## src/rtl/arb_pkg.sv

```systemverilog
`default_nettype none
// ============================================================================
// Module      : arb_pkg
// Description : Shared constants, state encoding and helper function for the
//               14-way round-robin arbiter (rr_arbiter_14 / rr_pick_14).
//               N_REQ : number of requesters (fixed at 14)
//               ID_W  : width of a binary requester index
//               state_t : arbiter state (IDLE = no owner, BUSY = owned)
//               onehot_to_id() : one-hot (or zero) vector -> binary index
// Revision    : 1.0 - initial release
// ============================================================================
package arb_pkg;

    localparam int N_REQ = 14;
    localparam int ID_W  = 4;

    typedef enum logic [0:0] {
        IDLE = 1'b0,
        BUSY = 1'b1
    } state_t;

    // OR-accumulates the indices of set bits; exact for one-hot input and
    // returns 0 for an all-zero vector.
    function automatic logic [ID_W-1:0] onehot_to_id(input logic [N_REQ-1:0] oh);
        logic [ID_W-1:0] id;
        id = '0;
        for (int i = 0; i < N_REQ; i++) begin
            if (oh[i]) begin
                id = id | ID_W'(i);
            end
        end
        return id;
    endfunction

endpackage
`default_nettype wire

```

## src/rtl/rr_pick_14.sv

```systemverilog
`default_nettype none
// ============================================================================
// Module      : rr_pick_14
// Description : Combinational round-robin picker. Scans the candidate set
//               (req with mask bits removed) starting at ptr and wrapping
//               past 13 to 0; reports the first set bit.
// Ports       : req       in  14  raw request vector
//               ptr       in  4   scan start index (0..13)
//               mask      in  14  bits excluded from the scan
//               win_valid out 1   a candidate exists
//               win_id    out 4   index of the winner (0 when none)
// Revision    : 1.0 - initial release
// ============================================================================
module rr_pick_14
    import arb_pkg::*;
(
    input  logic [N_REQ-1:0] req,
    input  logic [ID_W-1:0]  ptr,
    input  logic [N_REQ-1:0] mask,
    output logic             win_valid,
    output logic [ID_W-1:0]  win_id
);

    localparam int c_IW = ID_W + 1;

    logic [N_REQ-1:0] w_cand;
    logic [N_REQ-1:0] w_win_oh;
    logic [c_IW-1:0]  w_idx;

    // Scan offsets from farthest to nearest so the last hit written is the
    // one closest to ptr; this avoids a loop break.
    always_comb begin
        w_cand   = req & ~mask;
        w_win_oh = '0;
        w_idx    = '0;
        for (int i = N_REQ - 1; i >= 0; i--) begin
            w_idx = {1'b0, ptr} + c_IW'(i);
            if (w_idx >= c_IW'(N_REQ)) begin
                w_idx = w_idx - c_IW'(N_REQ);
            end
            if (w_cand[w_idx[ID_W-1:0]]) begin
                w_win_oh = N_REQ'(1) << w_idx;
            end
        end
    end

    assign win_valid = |w_cand;
    assign win_id    = onehot_to_id(w_win_oh);

endmodule
`default_nettype wire

```

## config.mk

```make
export PLATFORM = sky130hd
export DESIGN_NAME = rr_pick_14
export DESIGN_NICKNAME = d
export VERILOG_FILES = /design/src/rtl/arb_pkg.sv /design/src/rtl/rr_pick_14.sv
export SDC_FILE = /design/constraint.sdc
export NUM_CORES = 1
export LEC_CHECK = 0
export ABC_AREA = 1
export BUFFER_PORTS_ARGS = -buffer_cell sky130_fd_sc_hd__buf_2
export CAP_MARGIN = 25
export CORE_ASPECT_RATIO = 0.5
export CORE_MARGIN = 8
export CORE_UTILIZATION = 30
export DETAILED_ROUTE_END_ITERATION = 7
export PLACE_DENSITY_LB_ADDON = 0.25
export SETUP_SLACK_MARGIN = 0.5
export SYNTH_ARGS = -nofsm -noshare
export SYNTH_HDL_FRONTEND = slang
export SYNTH_SLANG_ARGS = --single-unit
```

## constraint.sdc

```tcl
create_clock -name vclk -period 6.85
set_input_delay 0.685 -clock vclk [all_inputs]
set_output_delay 0.685 -clock vclk [all_outputs]
set_load 0.02 [all_outputs]
```

==> flow_summary.ini, run 1 <==
[status]
outcome = completed

[floorplan]
dieArea_um2 = 26500
core_um2 = 20700
die_h_um = 119
rows = 37
ios = 37
die_w_um = 222
start_util_pct = 30.8

[yosys]
synth_nets = 1425
synth_top_family_by_area = simple AND/OR/NAND/NOR gates
synth-xor-area-share_pct = 2.51
postSynthCellCount = 1368
syn_avg_cell_area_um2 = 4.66
synth_warnings = 0
muxShareOfSynthArea_pct = 0
synth_fa_ha_area_share_pct = 5.02
ys_types = 49
synth_compound_area_share_pct = 20.6
synth-simple-area-share_pct = 54.3
syn_area_um2 = 6370
synth-seq-area-share_pct = 0

[sta]
slew-limit-headroom_pct = 28.1
finalMaxSlewViolations = 0
tightest_slew_ns = 1.07
fmax_mhz = 172
setup_viol = 0
finalHoldViolCount = 0
finalCritPeriodShare_pct = 85.0
grt_setup_unrepaired = false
fin_crit_ns = 5.82
fin_ws_ns = 1.03
tns_ns = 0

[grt]
grt_pass1_vias = 7569
track_usage_pct = 17.7
grt_pass1_wl_mm = 39.3
antenna_found_initial = 0
grt_overflow_total = 0
grt_max_degree = 44

[finish]
flops_and_latches = 0
n_antenna_cell = 0
layout.nets = 1438
drive_gt1_share_pct = 8.27
syn_to_final_growth_pct = 6.20
clock_buffers = 0
final_cells = 1652
seq_area_um2 = 0

[pwr]
p_sw_share_pct = 71.2
p_switching_uw = 830
total_power_mw = 1.17
p_seq_share_pct = 0
ir_worst_vdd_mv = 0.163
power_leakage_nw = 3.82
powerDensity_nw_per_um2 = 172
clkPwrFrac_pct = 0
combPwrFrac_pct = 100.0
p_int_uw = 336

[route]
first_pass_iters = 6
dr_total_vias = 8567
wl_per_cell_um = 14.9
drc_errors = 0
viasPerCell = 5.19
drt_iter0_drc = 1067
ant_nets = 0
drt-total-wl_mm = 24.7

[worst_setup_path]
critPathMaxFanout = 16
cpMostUsedCell = nand2_1
cp_slowest_cell = inv_1
start_kind = input port
crit_required_ns = 6.16
max_stage_delay_ns = 0.42
cp-endpoint = win_id[0]
worst_setup_path_end_kind = primary output
crit_start = ptr[1]
crit_type = in -> out
crit_arrival_ns = 5.14

[placement]
portBuffers = 37
place_inst = 1652
post-place-ws_ns = 1.00
gp_congestion = 0.957
dpl.hpwl_mm = 19.8

[min_path]
hold_class = in -> out
hold_depth = 6

[flow_run]
maxCapViolations = 0
## worst min path at each step
stage               slack, ns        end    from
floorplan                1.68  win_valid  req[1]
global placement         1.85  win_valid  req[3]
detailed placement       1.84  win_valid  req[1]
CTS                      1.85  win_valid  req[1]
global route             1.89  win_valid  req[1]
finish                   1.84  win_valid  req[1]
## cell families after synthesis
logic type / Yosys count
xor+xnor: 14
compound gates: 231
simple gates: 824
fa+ha+maj: 25
buf+inv: 274
## power by group through the flow
stage	logic [mW]	registers (mW)	clock network, mW
after detailed placement	1.14	0	0
final	1.17	0	0
after CTS	1.14	0	0
after global routing	1.31	0	0
after floorplan	0.867	0	0
after global placement	1.15	0	0
## cell usage after synthesis (5+ instances only)
| cell type | n | area, um^2 |
|---|---|---|
| a21oi_1 | 56 | 280 |
| a31oi_1 | 12 | 75.1 |
| a41oi_1 | 5 | 43.8 |
| buf_2 | 14 | 70.1 |
| buf_4 | 5 | 37.5 |
| buf_6 | 6 | 67.6 |
| clkbuf_1 | 8 | 30.0 |
| ha_1 | 24 | 300 |
| inv_1 | 221 | 830 |
| inv_2 | 13 | 48.8 |
| nand2_1 | 433 | 1630 |
| nand2_2 | 18 | 113 |
| nand3_1 | 110 | 551 |
| nand3_2 | 5 | 50.1 |
| nand4_1 | 10 | 62.6 |
| nor2_1 | 185 | 694 |
| nor3_1 | 39 | 195 |
| nor4_1 | 6 | 37.5 |
| o211ai_1 | 10 | 75.1 |
| o21ai_0 | 106 | 531 |
| o21ai_1 | 15 | 75.1 |
| o21ai_2 | 7 | 61.3 |
| o311ai_0 | 5 | 43.8 |
| xor2_1 | 9 | 78.8 |
## through the flow
stage / hold slack, ns / instance area, um^2 / utilization (%)
finish: 1.84 / 6770 / 32.7
global route: 1.89 / 6770 / 32.7
CTS: 1.85 / 6760 / 32.7
detailed placement: 1.84 / 6760 / 32.7
global placement: 1.85 / 6760 / 32.7
floorplan: 1.68 / 6370 / -
## final cells by class
| cell class | instances | area (um^2) |
|---|---|---|
| repair buffers | 48 | 270 |
| well taps | 273 | 342 |
| multi-input cells | 1094 | 5260 |
| fillers | 2472 | 13900 |
| inverters | 237 | 897 |
## layer usage
metal  GRT usage, %  vias up  routed length, um
met2           28.1      344              10300
met4           4.94        0                725
met3           1.08       55               1750
met1           25.6     3785              11900
met5              0        -                  0
li1               -     4383                  -
## critical path, delay by kind of cell
family        cells  cell delay (ns)
buf+inv           5             1.15
fa+ha+maj         2             0.60
simple gates     24             2.65
## what timing repair did
action                     in CTS  in global routing
hold buffers                    0                  0
buffers inserted                0                  0
setup endpoints to repair       0                  4
gates resized for setup         0                  3
## layout by cell type, fill, tap and decap left out, types with 13 or more instances in the layout
master and count:
nand2_1 433, inv_1 221, nor2_1 185, nand3_1 110, o21ai_0 105, a21oi_1 56
nor3_1 39, buf_2 36, ha_1 24, nand2_2 18, o21ai_1 15, inv_2 13
Power figures use the tool's default switching activity.
==> run 2, diff against run 1 <==
- ABC_AREA: 1 -> 0
- clock period: 6.85 -> 5.29 ns (I/O delays scaled with it)
==> flow_summary.ini, run 2 <==
[route]
dr_total_vias = 10700
ant_nets = 0
drt-total-wl_mm = 44.6
drc_errors = 0
drt_iter0_drc = 1286
first_pass_iters = 6
wl_per_cell_um = 25.5
viasPerCell = 6.11

[yosys]
synth_top_cell_area_share_pct = 7.15
netlist_top_cells_area = mux2i_1 7.2%, nand2_1 5.9%, nor2_1 5.9%
yosys.area.top_type = mux2i_1
ys_top_cells_by_count = 114 x nand2_1, 114 x nor2_1, 83 x a21oi_1
synth-seq-area-share_pct = 0
postSynthCellCount = 1125
syn_area_um2 = 7280
ys_types = 100
syn_avg_cell_area_um2 = 6.47
synth_nets = 1182
synth_warnings = 0

[pwr]
power_leakage_nw = 4.70
powerDensity_nw_per_um2 = 234
p_seq_share_pct = 0
combPwrFrac_pct = 100.0
p_sw_share_pct = 54.7
ir_worst_vdd_mv = 0.0815
clkPwrFrac_pct = 0
p_switching_mw = 1.46
p_int_mw = 1.21

[finish]
seq_area_um2 = 0
flops_and_latches = 0
utilization_pct = 47.7
final_cell_mix = 335 x buf_4, 113 x nand2_1, 109 x nor2_1
final_common_cell = buf_4
fillers = 2481
multiInputGateArea_um2 = 7720
layout.nets = 1492
drive_gt1_share_pct = 41.4
clock_buffers = 0
syn_to_final_growth_pct = 56.8
n_antenna_cell = 0

[worst_setup_path]
crit_type = in -> out
crit_required_ns = 4.76
cp_slowest_cell = a221o_1
critPathMaxFanout = 8
max_stage_delay_ns = 0.37
cpMostUsedCell = buf_12
cp_num_buf_inv = 7
path_cells = buf_12, clkinv_4, buf_12, ha_4, xnor2_4, ha_4, nor2_2, o211a_1, o32a_1, buf_4, a211oi_2, o32ai_4, buf_12, nor4bb_2, a221o_1, nor4bb_1, buf_4, o31ai_4, nand4_1, nand3b_1, or3_4, buf_6
worst_setup_path_end_kind = primary output
start_kind = input port
cp_top_family = compound AO/OA/AOI/OAI gates
crit_arrival_ns = 4.62

[sta]
grt_setup_unrepaired = true
finalHoldViolCount = 0
hold_ws_ns = 1.48
tightest_slew_ns = 0.864
slew-limit-headroom_pct = 41.8
fin_crit_ns = 5.15
finalCritPeriodShare_pct = 97.3
fmax_mhz = 194
setup_viol = 0
finalMaxSlewViolations = 0

[floorplan]
rows = 40
dieArea_um2 = 29800
die_w_um = 236
die_h_um = 126
ios = 37
start_util_pct = 30.4
core_um2 = 23900

[placement]
gp_congestion = 1.07
dpl.hpwl_mm = 36.5
portBuffers = 37

[grt]
grt_pass1_vias = 10200
grt_pass1_wl_mm = 65.4
track_usage_pct = 28.3
antenna_found_initial = 2
grt_max_degree = 55
grt_overflow_total = 0

[status]
outcome = completed

[cts]
cts_hold_buf = 0

[flow_run]
maxCapViolations = 0

[min_path]
hold_class = in -> out
-- run 2: cell types whose count changed after synthesis, sizes merged, moves of 26 or more --
| cell | before | now |
|---|---|---|
| o21ai | 128 | 71 |
| clkbuf | 8 | 54 |
| nand2b | 0 | 26 |
| nand2 | 452 | 115 |
| nor2 | 188 | 115 |
| mux2i | 0 | 57 |
| nand3 | 116 | 49 |
| inv | 237 | 28 |
-- run 2: final cells by class --
type | count | share of cell area [%]
Inverter | 29 | 1.14
Multi-Input combinational cell | 1004 | 67.6
Tap cell | 315 | 3.45
Timing Repair Buffer | 400 | 27.8
-- run 2: kinds of logic (layout without fill, tap and decap cells) --
| logic type | after synthesis | count (layout) | synth area share [%] |
|---|---|---|---|
| multiplexers | 86 | 86 | 13.9 |
| adder cells (fa/ha/maj) | 25 | 25 | 4.40 |
| buffers and inverters | 121 | 429 | 7.07 |
| XOR/XNOR | 28 | 28 | 3.89 |
| AND/OR/NAND/NOR | 482 | 482 | 33.4 |
| AO/OA/AOI/OAI | 383 | 383 | 37.3 |
-- run 2: final timing paths --
path,slack (ns),cells past startpoint,end,start
worst max-delay path,0.14,22,win_id[2],ptr[1]
worst min-delay path,1.48,4,win_valid,req[8]
-- run 2: power by group through the flow --
stage	sequential (mW)	combinational [mW]	clock, mW
floorplan	0	1.15	0
global placement	0	2.20	0
detailed placement	0	2.19	0
CTS	0	2.52	0
global route	0	2.80	0
finish	0	2.67	0
-- run 2: layer usage --
metal / share of wire, % / global-route usage [%] / up-vias / wire length, um
met3: 13 / 11.3 / 60 / 5690
met2: 38 / 39.1 / 556 / 17000
li1: - / - / 4914 / -
met5: 0.27 / 3.03 / - / 119
met4: 1.7 / 4.30 / 2 / 762
met1: 47 / 40.6 / 5156 / 21000
-- run 2: stage by stage --
step	power [mW]	setup TNS, ns	std cells	cell area [um^2]	setup slack, ns
after floorplan	1.15	-0.0111	1125	7530	-0.00616
after global placement	2.20	-1.56	1701	10000	-0.488
after detailed placement	2.19	-1.27	1701	10000	-0.407
after CTS	2.52	0	1733	11200	0.220
after global routing	2.80	0	1748	11400	0.0480
final	2.67	0	1748	11400	0.142
-- run 2: what timing repair did --
action / in CTS / in global routing
setup buffers: 31 / 15
setup endpoints to repair: 4 / 4
pin swaps: 55 / 25
cloned: 1 / 0
resized for setup: 167 / 29
